`src/rtl/npu_pkg.sv`:
```
// Shared types and constants for the SRAM arbiter slice.
package npu_pkg;
  localparam int AW_DEF        = 10;
  localparam int DW_DEF        = 8;
  localparam int RD_FIFO_DEPTH = 2;

  typedef enum logic [1:0] {
    ST_IDLE,
    ST_STREAM,
    ST_DRAIN,
    ST_DONE
  } arb_state_e;
endpackage

```
`src/rtl/sram_rd_fifo.sv`:
```
// Two-entry FIFO holding stream read beats (data plus last-beat flag).
module sram_rd_fifo
  import npu_pkg::*;
#(
  parameter int DW = DW_DEF
) (
  input  logic          clk,
  input  logic          rst_n,
  input  logic          push_i,
  input  logic [DW-1:0] push_data_i,
  input  logic          push_last_i,
  input  logic          pop_i,
  output logic [1:0]    count_o,
  output logic          valid_o,
  output logic [DW-1:0] data_o,
  output logic          last_o
);
  logic [DW-1:0] data_q [RD_FIFO_DEPTH];
  logic          last_q [RD_FIFO_DEPTH];
  logic          wr_ptr_q, rd_ptr_q;
  logic [1:0]    cnt_q;

  always_ff @(posedge clk or negedge rst_n) begin
    if (!rst_n) begin
      wr_ptr_q <= 1'b0;
      rd_ptr_q <= 1'b0;
      cnt_q    <= 2'd0;
    end else begin
      if (push_i) wr_ptr_q <= ~wr_ptr_q;
      if (pop_i)  rd_ptr_q <= ~rd_ptr_q;
      cnt_q <= cnt_q + 2'(push_i) - 2'(pop_i);
    end
  end

  always_ff @(posedge clk) begin
    if (push_i) begin
      data_q[wr_ptr_q] <= push_data_i;
      last_q[wr_ptr_q] <= push_last_i;
    end
  end

  // Storage is not reset, so outputs are masked until an entry is valid.
  assign count_o = cnt_q;
  assign valid_o = (cnt_q != 2'd0);
  assign data_o  = valid_o ? data_q[rd_ptr_q] : '0;
  assign last_o  = valid_o & last_q[rd_ptr_q];
endmodule

```
`src/rtl/sram_arbiter.sv`:
```
// Single-port SRAM shared between a host port and a stream burst reader,
// round-robin arbitrated, with a 2-deep read-beat FIFO on the stream side.
module sram_arbiter
  import npu_pkg::*;
#(
  parameter int AW = AW_DEF,
  parameter int DW = DW_DEF
) (
  input  logic          clk,
  input  logic          rst_n,
  input  logic          h_req,
  input  logic          h_we,
  input  logic [AW-1:0] h_addr,
  input  logic [DW-1:0] h_wdata,
  output logic          h_gnt,
  output logic          h_rvalid,
  output logic [DW-1:0] h_rdata,
  input  logic          s_start,
  input  logic [AW-1:0] s_base,
  input  logic [AW:0]   s_len,
  output logic          s_busy,
  output logic          s_done,
  output logic          s_valid,
  output logic [DW-1:0] s_data,
  output logic          s_last,
  input  logic          s_ready,
  output logic          m_ce,
  output logic          m_we,
  output logic [AW-1:0] m_addr,
  output logic [DW-1:0] m_din,
  input  logic [DW-1:0] m_dout
);
  localparam logic [AW:0] MAX_LEN = {1'b1, {AW{1'b0}}};

  arb_state_e    state_q, state_d;
  logic [AW-1:0] s_addr_q, s_addr_d;
  logic [AW:0]   remain_q, remain_d;
  logic          rr_q, rr_d;
  logic          h_rd_q, s_rd_q, s_rd_last_q;
  logic [1:0]    fifo_cnt;
  logic          fifo_pop;
  logic          host_elig, strm_elig, host_gnt, strm_gnt;

  // rr_q=0 gives the host priority on the next contested cycle.
  always_comb begin
    host_elig = h_req & rst_n;
    strm_elig = (state_q == ST_STREAM) && (remain_q != '0) &&
                ((fifo_cnt + {1'b0, s_rd_q}) < 2'(RD_FIFO_DEPTH));
    host_gnt  = host_elig && !(strm_elig && rr_q);
    strm_gnt  = strm_elig && !(host_elig && !rr_q);
    rr_d      = rr_q;
    if (host_elig && strm_elig) rr_d = ~rr_q;
  end

  always_comb begin
    state_d  = state_q;
    s_addr_d = s_addr_q;
    remain_d = remain_q;
    case (state_q)
      ST_IDLE: begin
        if (s_start) begin
          if (s_len == '0) begin
            state_d = ST_DONE;
          end else begin
            state_d  = ST_STREAM;
            s_addr_d = s_base;
            remain_d = (s_len > MAX_LEN) ? MAX_LEN : s_len;
          end
        end
      end
      ST_STREAM: begin
        if (strm_gnt) begin
          s_addr_d = s_addr_q + AW'(1);
          remain_d = remain_q - (AW+1)'(1);
          if (remain_q == (AW+1)'(1)) state_d = ST_DRAIN;
        end
      end
      ST_DRAIN: if (fifo_pop && s_last) state_d = ST_DONE;
      default:  state_d = ST_IDLE;
    endcase
  end

  always_ff @(posedge clk or negedge rst_n) begin
    if (!rst_n) begin
      state_q     <= ST_IDLE;
      remain_q    <= '0;
      rr_q        <= 1'b0;
      h_rd_q      <= 1'b0;
      s_rd_q      <= 1'b0;
      s_rd_last_q <= 1'b0;
    end else begin
      state_q     <= state_d;
      remain_q    <= remain_d;
      rr_q        <= rr_d;
      h_rd_q      <= host_gnt & ~h_we;
      s_rd_q      <= strm_gnt;
      s_rd_last_q <= strm_gnt && (remain_q == (AW+1)'(1));
    end
  end

  always_ff @(posedge clk) begin
    s_addr_q <= s_addr_d;
  end

  assign fifo_pop = s_valid & s_ready;

  sram_rd_fifo #(.DW(DW)) u_rd_fifo (
    .clk         (clk),
    .rst_n       (rst_n),
    .push_i      (s_rd_q),
    .push_data_i (m_dout),
    .push_last_i (s_rd_last_q),
    .pop_i       (fifo_pop),
    .count_o     (fifo_cnt),
    .valid_o     (s_valid),
    .data_o      (s_data),
    .last_o      (s_last)
  );

  assign h_gnt    = host_gnt;
  assign h_rvalid = h_rd_q;
  assign h_rdata  = h_rd_q ? m_dout : '0;
  assign s_busy   = (state_q == ST_STREAM) || (state_q == ST_DRAIN);
  assign s_done   = (state_q == ST_DONE);
  assign m_ce     = host_gnt | strm_gnt;
  assign m_we     = host_gnt & h_we;
  assign m_addr   = host_gnt ? h_addr : (strm_gnt ? s_addr_q : '0);
  assign m_din    = (host_gnt && h_we) ? h_wdata : '0;
endmodule

```
`config.mk`:
```
export PLATFORM = sky130hd
export DESIGN_NAME = sram_arbiter
export DESIGN_NICKNAME = d
export VERILOG_FILES = /design/src/rtl/npu_pkg.sv /design/src/rtl/sram_rd_fifo.sv /design/src/rtl/sram_arbiter.sv
export SDC_FILE = /design/constraint.sdc
export NUM_CORES = 1
export LEC_CHECK = 0
export ABC_AREA = 1
export CAP_MARGIN = 20
export CORE_ASPECT_RATIO = 0.7
export CORE_MARGIN = 1
export CORE_UTILIZATION = 40
export DETAILED_ROUTE_END_ITERATION = 16
export PLACE_DENSITY = 0.83
export SETUP_SLACK_MARGIN = 0.1
export SLEW_MARGIN = 10
export SYNTH_ARGS = -nofsm -noshare
export SYNTH_HDL_FRONTEND = slang
export SYNTH_SLANG_ARGS = --single-unit
```
`constraint.sdc`:
```
create_clock -name clk -period 2.05 [get_ports clk]
set_clock_uncertainty 0.05 [all_clocks]
set_input_delay 0.41 -clock clk [delete_from_list [all_inputs] [get_ports clk]]
set_output_delay 0.41 -clock clk [all_outputs]
set_load 0.05 [all_outputs]
```
==> out/results.ini, run 1 <==
[run_status]
status=finished with violations
violations=negative setup slack

[worst_hold_path]
hold_class=register to register
min_path_cells=0

[synthesis]
netlist_instances=399
synth_mux_area_share_pct=0
synth_most_common_cell=nand2_1
synthAdderAreaFrac_pct=4.16
synth_top_cell_by_area=edfxtp_1
synth_top_family_by_area=simple AND/OR/NAND/NOR gates
synth_edf_count=28
yosys_warnings=0
seq_area_frac_synth_pct=45.5
synth_area_leaders=edfxtp_1 (28%), dfrtp_1 (17%), nand2_1 (16%), inv_1 (6.6%), nor2_1 (5.7%)
ys.flop_type=edfxtp_1
synth_xor_area_share_pct=1.46
syn_avg_cell_area_um2=7.53
synth_nets=462
yosys.area_share.simple_pct=31.9
synthTopCellsByCount=nand2_1 (132), inv_1 (53), nor2_1 (46)
syn_area_mm2=0.00301
synth_compound_area_share_pct=7.58
synthDistinctLibCells=29
async_flop_share_pct=42.9
synth_top_area_share_pct=28.0
ys_ff_latch=49

[placement]
dp_slack_ps=-295
gp_congestion=0.879
place_inst=607
dp.final_hpwl_mm=6.72
place.port_buffers=94
place_area_mm2=0.00487

[cts]
ctsHoldBuffers=0
clock_latency_ps=310
numCtsBuffers=5
root_buffer=clkbuf_8
cts_tree=done
clk_pin_slew_ps=100
cts_buffer_depth=2
h-tree-depth=2
clkSinkCount=49

[power]
leakage_nw=2.44
power_mw=8.05
p_per_area_mw_per_mm2=1520
vdd_drop_max_uv=1330

[critical_path]
critical-path-top-delay-family=flip-flops
critPathKind=register to output port
crit_chain=ha_4 -> xor2_4 -> nor2_4 -> nand3_4 -> buf_6 -> buf_12 -> o21ai_4 -> buf_12
critical_path.max_stage_delay_ps=450
crit_path_start_kind=register
crit_arrival_ps=1920
crit_buf_inv=3
cpMaxStageDelayCell=dfrtp_1
critPathCaptureType=output port
reg2reg_depth=10
cp_max_fo=6
worstPathRequired_ps=1590
crit_top_cell=buf_12
cp.depth=8

[sta]
slew_headroom_pct=76.8
setup_violations=20
min_period_ps=2380
tns_ps=-5810
finalHoldViolations=0
hold_ws_ps=412
fin_crit_sh_pct=116
fin_ws_ps=-326
worst_slew_pin_slew_ps=347
clock.fmax_mhz=421
rsz0062_at_grt=true
slew_violations=0

[finish]
antenna_cells=0
drive_above_1_share_pct=30.6
fin_area_mm2=0.00529
multi_input_area_mm2=0.00176
final_util_pct=72.5
syn2layout_area_growth_pct=75.9
nFillCells=474
nNetsFinal=591
instances_no_fill=627
seq_area_mm2=0.00137

[grt]
grt_pass1_wl_mm=13.7
grt_max_degree=24
grt_usage_pct=22.5
antenna_found_initial=0
grt_pass1_vias=2895
overflow=0

[drt]
dr_wl_met2_mm=4.53
ant_nets=0
drc=0
wl_met1_mm=3.74
wl_met3_um=574
dr.pass1.iters=5
vias=3100
top_layer=met4
drt-total-wl_mm=9.10
wire_per_inst_um=14.5
vias_per_cell=4.94
drtIter0Drc=248

[job]
max_cap_viol_count=0

[floorplanning]
die_w_um=106
die_h_um=74.5
die-area_mm2=0.00787
core_area_mm2=0.00729
initial_core_util_pct=41.2
fp-row-count=26
ios=95

==> timing repair <==
action	CTS	global route
hold endpoints to repair	0	0
setup buffers	4	6
cloned	0	2
setup endpoints to repair	30	52
gates resized for setup	34	20
pin swaps	6	14
==> registers in the layout, indices dropped and copies added, names as in the netlist <==
name / flops
u_rd_fifo.count_o: 2
u_rd_fifo.data_q: 16
state_q: 2
s_rd_q: 1
s_rd_last_q: 1
s_addr_q: 10
u_rd_fifo.last_q: 2
remain_q: 11
u_rd_fifo.wr_ptr_q: 1
rr_q: 1
h_rvalid: 1
u_rd_fifo.rd_ptr_q: 1
==> path summary, 6_finish.rpt <==
check | start | to | slack, ps
setup / recovery | s_rd_q | m_addr[9] | -330
hold / removal | s_rd_last_q | u_rd_fifo.last_q[1] | 410
setup reg to reg | s_rd_q | s_addr_q[2] | 70
hold reg to reg | s_rd_last_q | u_rd_fifo.last_q[1] | 410
max in group asynchronous | rst_n | u_rd_fifo.count_o[1] | 1260
min in group asynchronous | rst_n | rr_q | 450
==> cell type report <==
type | instances | share of cell area (%)
Inverter | 56 | 4.40
Clock inverter | 3 | 0.450
Tap cell | 98 | 2.32
Clock buffer | 5 | 1.30
Multi-Input combinational cell | 283 | 33.3
Timing Repair inverter | 1 | 0.118
Sequential cell | 49 | 25.9
Timing Repair Buffer | 132 | 32.2
==> cells in the final DEF, fill, tap and decap left out, types with 4 or more instances in the layout <==
cell and n:
buf_6 4, edfxtp_1 28, nand3_1 31, clkbuf_8 5
clkdlybuf4s50_1 52, a21oi_4 4, ha_1 8, nor2_1 34
nand2_1 110, nand2_4 14, buf_12 44, o21ai_0 14
a21oi_1 5, inv_1 48, nand2_2 8, nand4_1 5
a21oi_2 6, o21ai_4 6, xor2_1 4, dfrtp_1 20
buf_4 31, nor2_4 12
==> cell families after synthesis <==
family	after synthesis
XOR/XNOR	5
buffers and inverters	67
AO/OA/AOI/OAI	41
AND/OR/NAND/NOR	227
flip-flops	49
adder cells (fa/ha/maj)	10
==> power by group <==
part	internal (mW)	leakage [nW]	switching (mW)
clock network	0.248	0.0491	0.348
registers	1.49	0.522	0.317
logic	2.44	1.87	3.22
total	4.17	2.44	3.88
==> layer usage <==
metal | GRT usage (%) | vias up
met1 | 28.4 | 1411
met4 | 6.64 | 0
met5 | 0 | -
li1 | - | 1519
met3 | 3.86 | 30
met2 | 40.5 | 140
Note: power is estimated with default switching activity, not from simulation.
==> run 2, diff against run 1 <==
Settings changed: CORE_UTILIZATION 40 to 42, PLACE_DENSITY 0.83 to 0.86, TNS_END_PERCENT from default to 5.
==> out/results.ini, run 2 (synthesis results as in run 1) <==
[placement]
dp.final_hpwl_mm=6.92  ; was 6.72 mm
place.port_buffers=94  ; unchanged
place_inst=616  ; was 607
place_area_mm2=0.00483  ; was 0.00487 mm²
gp_congestion=0.933  ; was 0.879
dp_slack_ps=-420  ; was -295 ps

[grt]
overflow=0  ; unchanged
grt_usage_pct=26.9  ; was 22.5%
antenna_found_initial=0  ; unchanged
grt_pass1_wl_mm=15.1  ; was 13.7 mm
grt_pass1_vias=3111  ; was 2895
grt_max_degree=24  ; unchanged

[drt]
drc=0  ; unchanged
wire_per_inst_um=15.4  ; was 14.5 µm
dr.pass1.iters=5  ; unchanged
wl_met1_mm=4.12  ; was 3.74 mm
vias_per_cell=5.08  ; was 4.94
drtIter0Drc=192  ; was 248
wl_met3_um=588  ; was 574 µm
dr_wl_met2_mm=4.78  ; was 4.53 mm
top_layer=met4  ; unchanged
drt-total-wl_mm=9.72  ; was 9.10 mm
ant_nets=0  ; unchanged
vias=3200  ; was 3100

[cts]
clk_pin_slew_ps=100  ; about the same
numCtsBuffers=5  ; unchanged
root_buffer=clkbuf_8  ; unchanged
h-tree-depth=2  ; unchanged
clock_latency_ps=320  ; was 310 ps
cts_buffer_depth=2  ; unchanged
cts_tree=done  ; unchanged
clkSinkCount=49  ; unchanged

[finish]
largest_reg_flops=16  ; unchanged
instances_no_fill=630  ; was 627
drive_above_1_share_pct=28.7  ; was 30.6%
seq_area_mm2=0.00137  ; about the same
reg_top3=u_rd_fifo.data_q (16), remain_q (11), s_addr_q (10)  ; unchanged
mostFrequentLayoutCells=nand2_1 (112), clkdlybuf4s50_1 (51), inv_1 (49)  ; was nand2_1 (110), clkdlybuf4s50_1 (52), inv_1 (48)
fin_area_mm2=0.00514  ; was 0.00529 mm²
syn2layout_area_growth_pct=71.2  ; was 75.9%
layout_commonest_cell=nand2_1  ; unchanged
antenna_cells=0  ; unchanged
nNetsFinal=598  ; was 591
multi_input_area_mm2=0.00164  ; was 0.00176 mm²
final_util_pct=75.4  ; was 72.5%
nFillCells=438  ; was 474
largest-register=u_rd_fifo.data_q  ; unchanged

[floorplanning]
fp-row-count=25  ; was 26
die_h_um=72.8  ; was 74.5 µm
die_w_um=103  ; was 106 µm
ios=95  ; unchanged
die-area_mm2=0.00750  ; was 0.00787 mm²
core_area_mm2=0.00682  ; was 0.00729 mm²
initial_core_util_pct=44.1  ; was 41.2%

[critical_path]
critPathCaptureType=output port  ; unchanged
critPathKind=register to output port  ; unchanged
crit_arrival_ps=1960  ; was 1920 ps
cp_max_fo=9  ; was 6
crit_path_start_kind=register  ; unchanged
worstPathRequired_ps=1590  ; about the same

[sta]
fin_crit_sh_pct=118  ; was 116%
slew_headroom_pct=74.2  ; was 76.8%
min_period_ps=2420  ; was 2380 ps
fin_ws_ps=-375  ; was -326 ps
slew_violations=0  ; unchanged
clock.fmax_mhz=412  ; was 421 MHz
setup_violations=31  ; was 20
worst_slew_pin_slew_ps=387  ; was 347 ps
finalHoldViolations=0  ; unchanged
rsz0062_at_grt=true  ; unchanged

[worst_hold_path]
hold_class=input pin to asynchronous set/reset pin  ; was register to register

[power]
vdd_drop_max_uv=1270  ; was 1330 µV
leakage_nw=2.42  ; was 2.44 nW
p_per_area_mw_per_mm2=1510  ; was 1520 mW/mm²
power_mw=7.76  ; was 8.05 mW

[job]
max_cap_viol_count=0  ; unchanged

[run_status]
status=finished with violations  ; unchanged
violations=negative setup slack  ; unchanged

[run 2: metal layers]
layer / global-route usage (%) / vias up
li1: - / 1535
met1: 36.1 / 1501
met2: 45.4 / 137
met3: 4.50 / 27
met4: 6.89 / 0
met5: 0 / -
[run 2: final cells by class]
class / count / area share (%)
Clock buffer: 6 / 1.41
Clock inverter: 2 / 0.754
Inverter: 56 / 4.45
Multi-Input combinational cell: 284 / 31.8
Sequential cell: 49 / 26.6
Tap cell: 94 / 2.29
Timing Repair Buffer: 139 / 32.7
[run 2: worst max-delay path, stage by stage, from the launching register on]
cell     delay [ps]
dfrtp_1         430
ha_4            190
xor2_4          170
nor2_4          150
nand3_4         110
nand2_4         110
inv_8            60
buf_12          150
nand2_2          70
o21ai_4          70
buf_12          150
[run 2: power by group]
group	total (mW)	switching, mW	internal (mW)
clock	0.720	0.353	0.367
sequential	1.78	0.295	1.48
combinational	5.26	3.11	2.15
total	7.76	3.75	4.00
[run 2: path summary, 6_finish.rpt]
kind | to | slack (ps) | cells after the start | startpoint
max in group asynchronous | remain_q[4] | 1610 | 2 | rst_n
hold / removal | h_rvalid | 110 | 2 | rst_n
setup reg to reg | remain_q[4] | -10 | 9 | u_rd_fifo.count_o[0]
hold reg to reg | u_rd_fifo.last_q[0] | 420 | 0 | s_rd_last_q
min in group clk | u_rd_fifo.last_q[0] | 420 | 0 | s_rd_last_q
setup / recovery | m_addr[7] | -370 | 10 | u_rd_fifo.count_o[0]
[run 2: metrics by stage]
step	TNS, ps	hold slack [ps]
floorplan	-2410	64.4
global placement	-9730	378
detailed placement	-11820	392
CTS	-6020	413
global route	-10720	131
finish	-7440	105
[run 2: repair_timing]
action,in CTS,in global routing
setup endpoints to repair,51,53
pin swaps,4,8
resized for setup,17,26
hold buffers,0,0
gates cloned,0,1
setup buffers,2,3
